## config.mk

```make
export PLATFORM = sky130hd
export DESIGN_NAME = bus_master_arbiter
export DESIGN_NICKNAME = d
export VERILOG_FILES = /design/src/rtl/bus_master_arbiter.sv
export SDC_FILE = /design/constraint.sdc
export NUM_CORES = 1
export LEC_CHECK = 0
export ABC_AREA = 0
export BUFFER_PORTS_ARGS = -buffer_cell sky130_fd_sc_hd__buf_2
export CORE_MARGIN = 2
export CORE_UTILIZATION = 30
export CTS_CLUSTER_DIAMETER = 100
export DETAILED_ROUTE_END_ITERATION = 8
export GPL_ROUTABILITY_DRIVEN = 1
export PLACE_DENSITY = 0.76
export SLEW_MARGIN = 20
export SYNTH_ARGS = -nofsm -noshare
export SYNTH_HDL_FRONTEND = slang
export SYNTH_SLANG_ARGS = --single-unit
```

## constraint.sdc

```tcl
create_clock -name clk_i -period 1.8 [get_ports clk_i]
set_input_delay 0.36 -clock clk_i [delete_from_list [all_inputs] [get_ports clk_i]]
set_output_delay 0.36 -clock clk_i [all_outputs]
set_load 0.02 [all_outputs]
```

## src/rtl/bus_master_arbiter.sv

```systemverilog
// Round-robin arbiter that shares one bus master port among several requesters.
// Each transfer runs ARB -> ADDR -> DATA, and a watchdog ends data phases that stall.
module bus_master_arbiter #(
    parameter int DWidth        = 32,
    parameter int NumofMaster   = 2,
    parameter int TimeoutCycles = 16
) (
    input  logic              clk_i,
    input  logic              rst_i,
    input  logic              m_trans_i [0:NumofMaster-1],
    input  logic [DWidth-1:0] m_addr_i  [0:NumofMaster-1],
    output logic              m_grant_o [0:NumofMaster-1],
    output logic              m_ready_o [0:NumofMaster-1],
    output logic              m_resp_o  [0:NumofMaster-1],
    output logic [DWidth-1:0] m_rdata_o,
    output logic [DWidth-1:0] addr_o,
    output logic              trans_o,
    input  logic [DWidth-1:0] rdata_i,
    input  logic              resp_i,
    input  logic              ready_i
);
    localparam int IdxWidth = $clog2(NumofMaster);
    localparam int WdWidth  = $clog2(TimeoutCycles);

    typedef enum logic [1:0] {
        ST_ARB,
        ST_ADDR,
        ST_DATA
    } state_t;

    state_t              state_reg, state_next;
    logic [IdxWidth-1:0] ptr_reg, ptr_next;
    logic [IdxWidth-1:0] owner_reg, owner_next;
    logic [WdWidth-1:0]  wd_reg, wd_next;
    logic [DWidth-1:0]   addr_reg, addr_next;

    logic [NumofMaster-1:0] req_vec;
    logic [NumofMaster-1:0] owner_dec;
    logic [NumofMaster-1:0] other_req;
    logic [IdxWidth-1:0]    ptr_inc;
    logic [IdxWidth-1:0]    win;
    logic                   done_raw;
    logic                   done;
    logic                   done_resp;
    logic [DWidth-1:0]      done_rdata;

    // First set bit of req, scanning base, base+1, ... modulo NumofMaster.
    function automatic logic [IdxWidth-1:0] pick(
        input logic [NumofMaster-1:0] req,
        input logic [IdxWidth-1:0]    base
    );
        logic [IdxWidth-1:0] res;
        logic [IdxWidth-1:0] cand;
        logic                found;
        res   = base;
        found = 1'b0;
        for (int k = 0; k < NumofMaster; k++) begin
            cand = IdxWidth'((int'(base) + k) % NumofMaster);
            if (!found && req[cand]) begin
                res   = cand;
                found = 1'b1;
            end
        end
        return res;
    endfunction

    generate
        for (genvar gi = 0; gi < NumofMaster; gi++) begin : g_master
            assign req_vec[gi]   = m_trans_i[gi];
            assign owner_dec[gi] = (owner_reg == IdxWidth'(gi));
            assign m_grant_o[gi] = (state_reg != ST_ARB) && owner_dec[gi];
            assign m_ready_o[gi] = done && owner_dec[gi];
            assign m_resp_o[gi]  = done && done_resp && owner_dec[gi];
        end
    endgenerate

    assign ptr_inc   = (owner_reg == IdxWidth'(NumofMaster - 1)) ? '0 : owner_reg + IdxWidth'(1);
    assign other_req = req_vec & ~owner_dec;
    assign win       = (state_reg == ST_DATA) ? pick(other_req, ptr_inc) : pick(req_vec, ptr_reg);

    always_comb begin
        state_next = state_reg;
        ptr_next   = ptr_reg;
        owner_next = owner_reg;
        wd_next    = wd_reg;
        addr_next  = addr_reg;
        done_raw   = 1'b0;
        done_resp  = 1'b0;
        done_rdata = '0;
        case (state_reg)
            ST_ARB: begin
                if (|req_vec) begin
                    owner_next = win;
                    addr_next  = m_addr_i[win];
                    state_next = ST_ADDR;
                end
            end
            ST_ADDR: begin
                wd_next    = '0;
                state_next = ST_DATA;
            end
            ST_DATA: begin
                wd_next = wd_reg + WdWidth'(1);
                if (ready_i) begin
                    done_raw   = 1'b1;
                    done_resp  = resp_i;
                    done_rdata = rdata_i;
                    ptr_next   = ptr_inc;
                    // Hand the bus straight to the next waiting master, skipping ARB.
                    if (|other_req) begin
                        owner_next = win;
                        addr_next  = m_addr_i[win];
                        state_next = ST_ADDR;
                    end else begin
                        state_next = ST_ARB;
                    end
                end else if (wd_reg == WdWidth'(TimeoutCycles - 1)) begin
                    done_raw   = 1'b1;
                    done_resp  = 1'b1;
                    ptr_next   = ptr_inc;
                    state_next = ST_ARB;
                end
            end
            default: state_next = ST_ARB;
        endcase
    end

    // A completion coinciding with reset is aborted, so no ready pulse escapes.
    assign done      = done_raw & ~rst_i;
    assign m_rdata_o = done ? done_rdata : '0;
    assign addr_o    = addr_reg;
    assign trans_o   = (state_reg == ST_ADDR);

    always_ff @(posedge clk_i) begin
        if (rst_i) begin
            state_reg <= ST_ARB;
            ptr_reg   <= '0;
            owner_reg <= '0;
            wd_reg    <= '0;
            addr_reg  <= '0;
        end else begin
            state_reg <= state_next;
            ptr_reg   <= ptr_next;
            owner_reg <= owner_next;
            wd_reg    <= wd_next;
            addr_reg  <= addr_next;
        end
    end
endmodule

```

# Word level (Yosys, flattened, before mapping)
# Index checks and enable logic that the tools add are counted.
[totals]
ff_bits = 40
in_bits = 102
output_inout_bits = 71
[op_classes]
n_addsub = 4
order_cmp = 5
eq_ne = 7
mux = 41
n_bitwise = 6
n_reduce_logical = 21
[ops]
columns = ["op", "n"]
rows = [
  ["32-bit two-way mux", 9],
  ["32-bit case mux with 2 select lines", 1],
  ["1-bit two-way mux", 25],
  ["1-bit logical AND", 9],
  ["1-bit by 2-bit less-than comparator with 1-bit output, second input constant", 4],
  ["4-bit case mux with 2 select lines", 1],
  ["2-bit nonzero test", 4],
  ["2-bit two-way mux", 3],
  ["2-bit case mux with 3 select lines", 1],
  ["4-bit by 1-bit adder with 4-bit output, second input constant", 1],
  ["4-bit equality test, second input constant", 1],
  ["2-bit inequality test, second input constant", 2],
  ["2-bit AND reduction", 2],
  ["4-bit AND reduction", 1],
  ["2-bit OR reduction", 2],
  ["1-bit adder, second input constant", 3],
  ["3-bit by 2-bit inequality test with 1-bit output, second input constant", 1],
  ["2-bit bitwise AND", 1],
  ["2-bit by 1-bit equality test with 1-bit output, second input constant", 1],
  ["2-bit equality test, second input constant", 1],
  ["2-bit greater-or-equal comparator, second input constant", 1],
  ["1-bit logical NOT", 2],
  ["2-bit logical NOT", 1],
  ["2-bit by 1-bit inequality test with 1-bit output, second input constant", 1],
  ["other kinds (5)", 6],
]

# Longest topological paths before layout
# Gate-level depths: netlist of run 1.
[depth]
ltp_word = 17
mapped_depth = 8
mapped_depth_nobuf = 6

# Worst setup path after synthesis of run 1
# Ideal clock, no wire load.
[synth_path]
path_type = "reg2out"
startpoint = "register state_reg[0]"
endpoint = "output port m_resp_o[0] (netlist name)"
t_arrival_ns = 1.800
required_ns = 1.440
slack_ns = -0.360
path_stages_with_launch = 7
path_buffers = 1
path_cell_list = "dfxtp_1 inv_1 ha_1 buf_2 inv_1 or3_1 nor3_1"
[synth_rtl]
columns = ["element", "line", "text"]
rows = [
  ["from (decl)", "31", "state_t state_reg, state_next;"],
  ["from (signal assigned)", "142", "state_reg <= state_next;"],
  ["to (decl)", "14", "output logic m_resp_o [0:NumofMaster-1],"],
]

==> results of run 1 <==
==> synth_stat cells (2+ instances only) <==
library cell  instances  area, um^2
buf_6                 2        22.5
o21ai_0               6        30.0
nor3_1                3        15.0
buf_2                12        60.1
mux2i_1               2        20.0
a311oi_2             10         150
nor2_1               45         169
a21oi_1               3        15.0
nand3_1               2        10.0
and2_1               32         200
a311oi_1             21         184
nand2_1              65         244
inv_1                 5        18.8
dfxtp_1              40         801
clkbuf_1              7        26.3
and3_1                2        12.5
ha_1                  5        62.6
nand2b_1              3        18.8
==> final cells by class <==
cell class,instances,share of cell area [%]
Multi-Input combinational cell,216,37.4
Timing Repair Buffer,206,37.1
Sequential cell,40,20.0
Tap cell,99,3.06
Clock buffer,6,1.79
Inverter,5,0.464
Clock inverter,1,0.124
Antenna cell,1,0.0618
==> worst reg2reg max path, delay by kind of cell (launching register included) <==
family | cells | cell delay [ns]
adder cells (fa/ha/maj) | 1 | 0.17
AO/OA/AOI/OAI | 2 | 0.60
flip-flops | 1 | 0.34
AND/OR/NAND/NOR | 1 | 0.09
buffers and inverters | 4 | 0.52
==> layer usage <==
layer	up-vias	track usage [%]	routed length, um
met5	-	0	0
met4	0	8.85	291
met3	14	5.03	644
met2	138	36.7	4830
met1	1291	18.6	3150
li1	1352	-	-
==> report_power, final <==
group          switching [mW]  internal, mW  total [mW]
Sequential              0.147          1.15        1.30
Combinational            1.44          1.14        2.57
Clock                   0.293         0.264       0.557
==> through the flow <==
step           power [mW]  utilization [%]  area, um^2  setup slack [ns]  hold slack [ns]
2_1_floorplan        2.71                -        2270            0.0136            0.458
5_1_grt              4.71             56.1        4050            -0.166            0.333
3_5_place_dp         3.41             46.0        3320           -0.0243            0.441
4_1_cts              4.08             51.7        3730            -0.128            0.321
3_3_place_gp         3.36             46.0        3320            0.0428            0.438
6_report             4.43             56.1        4050            -0.109            0.336
==> logic make-up (layout without fill, tap and decap cells) <==
kind of cell / after synthesis / after routing / share of synthesized area, %
adder cells (fa/ha/maj): 5 / 5 / 2.82
multiplexers: 3 / 3 / 1.41
buffers and inverters: 27 / 218 / 6.08
AND/OR/NAND/NOR: 157 / 157 / 31.7
other: 0 / 1 / 0
flip-flops: 40 / 40 / 36.1
AO/OA/AOI/OAI: 51 / 51 / 21.9
==> what timing repair did <==
action                                  CTS  global route
cloned                                    1             6
setup buffers                             6             8
pin swaps                                 6            33
endpoints found under the setup margin   48            61
gates resized for setup                  87            49
==> worst max path at each step <==
stage	startpoint	end	slack, ns	cells past startpoint
3_5_place_dp	state_reg[0]	addr_o[6]	-0.02	8
3_3_place_gp	wd_reg[0]	m_resp_o[0]	0.04	5
2_1_floorplan	state_reg[0]	m_resp_o[0]	0.01	6
5_1_grt	state_reg[0]	m_resp_o[0]	-0.17	6
4_1_cts	wd_reg[0]	m_resp_o[0]	-0.13	5
6_report	state_reg[0]	m_resp_o[0]	-0.11	6
==> impl_metrics.toml, run 1 <==
[grt]
antenna_found_initial = 1
grt_max_degree = 35
grtUsageTotal_pct = 19.0
grt_pass1_vias = 2667
grt_overflow = 0
grt_pass1_wl_mm = 12.5

[yosys]
syn_inst = 283
ys_warn_count = 0
avgSynthCellArea_um2 = 7.85
synth-edff-count = 0
ys.flop_type = "dfxtp_1"
synth-seq-area-share_pct = 36.1
ys_ff_latch = 40
async_reset_ff_share_pct = 0
mappedNetlistNets = 390
synth_cell_types = 36
synth.cell_area_um2 = 2220

[sta]
fmax_ghz = 0.524
fin_crit_sh_pct = 106
final-hold-violation-count = 0
rsz0062_at_grt = "true"
setup_viol = 36
finalSetupTns_ns = -1.55
worst_pin_slew_ns = 0.460
period_needed_ns = 1.91
slew_headroom_pct = 69.2
fin_ws_ns = -0.109
slew_viol_final = 0
clock_skew_ns = 0.00554

[setup_path]
crit_family = "simple AND/OR/NAND/NOR gates"
cp_slowest_cell = "or3_4"
path_common_cell = "inv_2"
critPathCaptureType = "output pin"
slowest_delay_ns = 0.42
crit_path_start_kind = "register"
r2r_slack_ns = 0.01
worst_ep_arrival_time_ns = 1.55
cp_cell_sequence = "inv_2 -> ha_4 -> inv_2 -> or3_4 -> nor3_4 -> buf_6"
crit_required_ns = 1.44
r2r.worst_path.cells = 8
rr_startpoint = "state_reg[0]"
critPathBufInv = 3
worst-setup-path-type = "register to output pin"
r2r_end = "addr_o[9]"
crit_fanout = 4

[clocking]
clock_latency_ns = 0.28
clock-sinks = 40
cts_root_buffer = "clkbuf_8"
ctsHtreeMaxLevel = 2
holdBufCountCts = 0
numCtsBuffers = 5
path_clk_slew_ns = 0.08
cts_buffer_depth = 2
cts_tree = "built"

[route]
drt-pass1-iter-count = 4
wl_mm = 8.91
remaining_drc_errors = 0
drtIter0Drc = 81
vias = 2795
avgViaCountPerCell = 4.87
wire_per_inst_um = 15.5
ant_nets = 0

[power_and_ir_drop]
p_leak_nw = 1.95
power_density_nw_per_um2 = 1090
peakVddDrop_uv = 498

[flow_run]
maxCapViolations = 0

[final_layout]
final_nets = 581
mostFrequentLayoutCell = "buf_2"
final_cells = 574
largest_reg_flops = 32
fillCellCount = 637
most-common-layout-cells = "buf_2 (136), nand2_1 (64), nor2_1 (43), buf_6 (43), dfxtp_1 (36)"
drive_above_1_share_pct = 59.9
seqCellArea_um2 = 811
syn2layout_area_growth_pct = 82.3
multi_input_area_um2 = 1510

[floorplanning]
rows = 31
dieArea_um2 = 8110
core_um2 = 7210
initial_core_util_pct = 30.8
pin_count = 173
dieHeight_um = 90.0
die_w_um = 90.0

[placed_design]
place_inst = 547
hpwl_mm = 5.92
gp_congestion = 0.819
portBuffers = 172

[run_status]
status = "finished, violations left"
violations = "setup timing"

[worst_hold_path]
min_path_cells = 3
holdPathEnd = "addr_o[1]"
min_from = "m_addr_i[1]"
hold_path.class = "primary input to register"
Power figures use the tool's default switching activity.
==> inputs of run 2 (changes only) <==
Settings changed: BUFFER_PORTS_ARGS -buffer_cell sky130_fd_sc_hd__buf_2 to unset, CORE_UTILIZATION 30 to 35, CTS_CLUSTER_DIAMETER 100 to 60, DONT_BUFFER_PORTS set to 1, PLACE_DENSITY 0.76 to 0.61.
==> run 2 against run 1 <==
Compared with the run above: clock skew is 0.0019 ns lower; critical path type unchanged; the run still ends with setup timing left; critical path depth decreased by 2; clock power increased by 34%; non-clock buffer count shrank 179; flip-flop and latch count is the same; global-route usage fell by 1.7 points.
==> impl_metrics.toml, run 2 (same netlist as run 1, synthesis figures left out) <==
[placed_design]
place_ws_ns = 0.0550
gp_congestion = 0.793
portBuffers = 0
hpwl_mm = 4.78

[power_and_ir_drop]
switchingPower_mw = 1.74
peakVddDrop_uv = 608
p_sw_share_pct = 43.2
power_density_nw_per_um2 = 1380
pwr-share-clk_pct = 18.5
p_int_mw = 2.28
combPwrFrac_pct = 41.0
p_leak_nw = 1.12
seq_power_share_pct = 40.5

[final_layout]
final_nets = 402
diodes = 0
largest_reg_flops = 32
mostFrequentLayoutCell = "nand2_1"
utilization_pct = 46.6
syn2layout_area_growth_pct = 30.9
most-common-layout-cells = "nand2_1 (59), nor2_1 (41), dfxtp_1 (36), and2_4 (32), a311oi_2 (21)"
drive_above_1_share_pct = 39.5

[sta]
fin_ws_ns = -0.131
fin_crit_sh_pct = 107
fmax_ghz = 0.518
slew_headroom_pct = 72.0
slew_viol_final = 0
rsz0062_at_grt = "true"
clock_skew_ns = 0.00362
setup_viol = 6
final-hold-violation-count = 0
period_needed_ns = 1.93
timing.hold.ws_ns = 0.127
worst_pin_slew_ns = 0.419

[setup_path]
crit_path_start_kind = "register"
critPathCaptureType = "output pin"
worst_ep_arrival_time_ns = 1.57
critical_path_depth = 4
r2r_slack_ns = 0.01
slowest_delay_ns = 0.45
endpoint = "m_resp_o[0]"
r2r_end = "addr_o[5]"
r2r.worst_path.cells = 9
crit_path_start = "wd_reg[1]"
crit_fanout = 4
worst-setup-path-type = "register to output pin"
cp_slowest_cell = "or3_4"
crit_family = "simple AND/OR/NAND/NOR gates"
crit_required_ns = 1.44
rr_startpoint = "state_reg[0]"
critPathBufInv = 0
cp_cell_sequence = "ha_4 -> a31oi_4 -> or3_4 -> nor3_4"

[worst_hold_path]
hold_path.class = "primary input to register"
min_path_cells = 1

[run_status]
violations = "setup timing"
status = "finished, violations left"

[route]
routed.top_layer = "met4"
wl_met2_mm = 3.65
wire_per_inst_um = 18.4
drt-pass1-iter-count = 4
ant_nets = 0
wl_met3_um = 559
remaining_drc_errors = 0
avgViaCountPerCell = 5.62
drtIter0Drc = 61
wl_mm = 6.86
vias = 2095
wl_met1_mm = 2.45

[grt]
grt_pass1_vias = 1913
antenna_found_initial = 0
grt_max_degree = 42
grt_pass1_wl_mm = 9.56
grtUsageTotal_pct = 17.3
grt_overflow = 0

[clocking]
ctsHtreeMaxLevel = 2
clock_latency_ns = 0.29
cts_root_buffer = "clkbuf_8"
cts_buffer_depth = 2
clock-sinks = 40
cts_tree = "built"
path_clk_slew_ns = 0.08
holdBufCountCts = 0
numCtsBuffers = 5

[floorplanning]
pin_count = 173
rows = 29
dieArea_um2 = 7000
die_w_um = 83.7
initial_core_util_pct = 35.6
dieHeight_um = 83.7
core_um2 = 6240

[flow_run]
maxCapViolations = 0
## run 2: cell types whose count changed in the layout (fill, tap and decap cells not counted), moves of 4 or more
cell / delta
a311oi_1: -5
a311oi_2: +5
buf_2: -136
buf_4: -4
buf_6: -37
nand2_1: -5
nand2_2: +6
## run 2: metal layers
layer | vias up | track usage (%)
met3 | 10 | 5.14
met2 | 117 | 32.9
met1 | 980 | 17.3
li1 | 988 | -
met5 | - | 0
met4 | 0 | 7.33
## run 2: repair_timing
item	in CTS	in global routing
gates cloned	0	5
gates resized for setup	73	32
setup endpoints to repair	38	70
pin swaps	4	45
setup buffers	5	4
## run 2: worst register-to-register path, delay by kind of cell (launching register included)
kind / cells / cell delay, ns
AO/OA/AOI/OAI: 2 / 0.52
adder cells (fa/ha/maj): 1 / 0.17
buffers and inverters: 5 / 0.61
flip-flops: 1 / 0.34
AND/OR/NAND/NOR: 1 / 0.07
## run 2: how the worst min path moves through the flow
| stage | startpoint | end | slack, ns |
|---|---|---|---|
| global route | rst_i | addr_o[27] | 0.11 |
| finish | rst_i | wd_reg[1] | 0.13 |
| floorplan | wd_reg[1] | wd_reg[1] | 0.46 |
| CTS | rst_i | wd_reg[0] | 0.11 |
| detailed placement | rst_i | wd_reg[1] | 0.44 |
| global placement | rst_i | wd_reg[1] | 0.44 |
## run 2: power groups by stage
stage               clock network [mW]  registers [mW]  logic (mW)
finish                           0.744            1.63        1.65
global route                     0.810            1.66        1.81
CTS                              0.764            1.63        1.45
detailed placement                   0            1.64        1.41
global placement                     0            1.64        1.38
floorplan                            0            1.59        1.11
## run 2: layout make-up
| cell class | count | area [um^2] |
|---|---|---|
| fill | 622 | 3330 |
| multi-input combinational | 216 | 1550 |
| sequential | 40 | 811 |
| timing repair buffer | 27 | 323 |
| tap | 77 | 96.3 |
| clock buffer | 5 | 68.8 |
| clock inverter | 3 | 42.5 |
| inverter | 5 | 18.8 |
## run 2: through the flow
| stage | total power [mW] | TNS (ns) | instance area, um^2 | std cells |
|---|---|---|---|---|
| 2_1_floorplan | 2.71 | 0 | 2270 | 283 |
| 3_3_place_gp | 3.02 | 0 | 2410 | 351 |
| 3_5_place_dp | 3.05 | 0 | 2410 | 351 |
| 4_1_cts | 3.84 | -0.532 | 2680 | 364 |
| 5_1_grt | 4.27 | -2.37 | 2910 | 373 |
| 6_report | 4.02 | -0.467 | 2910 | 373 |
==> inputs of run 3 (changes only) <==
Settings changed: ABC_AREA 0 to unset, CAP_MARGIN set to 5, PLACE_DENSITY 0.61 to unset, PLACE_DENSITY_LB_ADDON set to 0.2.
==> run 3 against run 2 <==
Compared with the run above: the run still ends with setup timing left; flip-flop and latch count unchanged; first-iteration DRC count rose to 2.6 times the previous value; combinational power up 13%; core utilization up 0.44 points; sequential share of layout area down 0.26 points; final area up 0.95%; clock power down 21%; sequential power about the same; highest routed layer unchanged; via count up 0.95%; power up 1.8%.
==> impl_metrics.toml, run 3 (same netlist as run 1, synthesis figures left out) <==
[placed_design]
hpwl_mm = 4.54
portBuffers = 0
gp_congestion = 0.775

[grt]
grt_pass1_wl_mm = 9.43
antenna_found_initial = 0
grtUsageTotal_pct = 16.9
grt_pass1_vias = 1848
grt_overflow = 0
grt_max_degree = 42

[final_layout]
utilization_pct = 47.0
fillCellCount = 591
largest_reg_flops = 32
drive_above_1_share_pct = 36.2
syn2layout_area_growth_pct = 32.1
mostFrequentLayoutCell = "nand2_1"
multi_input_area_um2 = 1490
most-common-layout-cells = "nand2_1 (64), nor2_1 (41), dfxtp_1 (36), and2_4 (32), a311oi_1 (19)"
seqCellArea_um2 = 811
final_nets = 408
diodes = 0

[run_status]
status = "finished, violations left"
violations = "setup timing"

[route]
wl_mm = 7.12
avgViaCountPerCell = 5.60
remaining_drc_errors = 0
drtIter0Drc = 156
ant_nets = 0
wire_per_inst_um = 18.8
drt-pass1-iter-count = 4
vias = 2115

[setup_path]
endpoint = "m_resp_o[0]"
crit_required_ns = 1.44
r2r_slack_ns = 0.04
cp_slowest_cell = "or3_4"
r2r.worst_path.cells = 9
slowest_delay_ns = 0.42
worst-setup-path-type = "register to output pin"
crit_fanout = 4
crit_path_start = "state_reg[0]"
crit_path_start_kind = "register"
path_common_cell = "inv_2"
r2r_end = "addr_o[21]"
rr_startpoint = "state_reg[0]"
critPathCaptureType = "output pin"
cp_cell_sequence = "inv_2 -> ha_4 -> inv_2 -> or3_4 -> nor3_4"
worst_ep_arrival_time_ns = 1.59

[sta]
fin_crit_sh_pct = 109
slew_viol_final = 0
slew_headroom_pct = 73.5
worst_pin_slew_ns = 0.396
fmax_ghz = 0.512
setup_viol = 36
fin_ws_ns = -0.154
finalSetupTns_ns = -1.88
clock_skew_ns = 0.00674
final-hold-violation-count = 0
rsz0062_at_grt = "true"
period_needed_ns = 1.95

[worst_hold_path]
hold_path.class = "primary input to register"

[clocking]
ctsHtreeMaxLevel = 2
path_clk_slew_ns = 0.08
numCtsBuffers = 5
clock_latency_ns = 0.29
cts_root_buffer = "clkbuf_8"
clock-sinks = 40
cts_tree = "built"
cts_buffer_depth = 2

[power_and_ir_drop]
seq_power_share_pct = 40.0
power_density_nw_per_um2 = 1390
pwr-share-clk_pct = 14.3
p_int_mw = 2.32
peakVddDrop_uv = 713
switchingPower_mw = 1.77
combPwrFrac_pct = 45.7
p_leak_nw = 1.16
total_power_mw = 4.09
p_sw_share_pct = 43.2

[floorplanning]
initial_core_util_pct = 35.6
dieHeight_um = 83.7
dieArea_um2 = 7000
core_um2 = 6240
die_w_um = 83.7
pin_count = 173
rows = 29

[flow_run]
maxCapViolations = 0
## run 3: changes by cell type in the layout (fill, tap and decap cells not counted), sizes merged
cell	delta
clkbuf	+5
bufinv	-1
buf	+1
## run 3: layout make-up
| type | instances | area share (%) |
|---|---|---|
| Multi-Input combinational cell | 216 | 50.9 |
| Clock buffer | 5 | 2.35 |
| Clock inverter | 2 | 0.426 |
| Tap cell | 77 | 3.28 |
| Sequential cell | 40 | 27.6 |
| Timing Repair Buffer | 33 | 14.8 |
| Inverter | 5 | 0.640 |
## run 3: power groups by stage
| stage | Sequential [mW] | Clock, mW | Combinational [mW] |
|---|---|---|---|
| final | 1.64 | 0.585 | 1.87 |
| after global routing | 1.67 | 0.641 | 2.05 |
| after CTS | 1.64 | 0.605 | 1.43 |
| after detailed placement | 1.65 | 0 | 1.40 |
| after global placement | 1.66 | 0 | 1.37 |
| after floorplan | 1.59 | 0 | 1.11 |
## run 3: per-stage QoR
step,instances,setup WS [ns],hold WS [ns],instance area (um^2)
floorplan,283,0.0136,0.458,2270
global placement,351,0.0584,0.438,2410
detailed placement,351,0.0242,0.439,2410
CTS,361,-0.142,0.120,2630
global route,378,-0.213,0.115,2930
finish,378,-0.154,0.130,2930
## run 3: repair_timing
item / CTS / global route
hold buffers: 0 / 0
pin swaps: 6 / 39
resized for setup: 72 / 21
gates cloned: 0 / 9
setup endpoints to repair: 38 / 52
buffers inserted: 3 / 8
## run 3: critical path: cells and delay by family (launching register included)
family | cells | cell delay [ns]
fa+ha+maj | 1 | 0.15
flops | 1 | 0.33
simple gates | 2 | 0.73
buf+inv | 2 | 0.11
## run 3: worst min-delay path by stage
stage                      end  slack (ns)  cells past startpoint       from
global route        addr_o[14]        0.11                      1      rst_i
detailed placement  addr_o[13]        0.44                      1      rst_i
global placement    addr_o[20]        0.44                      1      rst_i
finish               wd_reg[0]        0.13                      1      rst_i
CTS                  wd_reg[1]        0.12                      1      rst_i
floorplan            wd_reg[1]        0.46                      2  wd_reg[1]
## run 3: layer usage
metal  track usage, %  wire length [um]  vias up
li1                 -                 -     1002
met1             19.3              2770      992
met2             30.2              3740      115
met3             5.04               537        6
met4             5.13                76        0
met5                0                 0        -
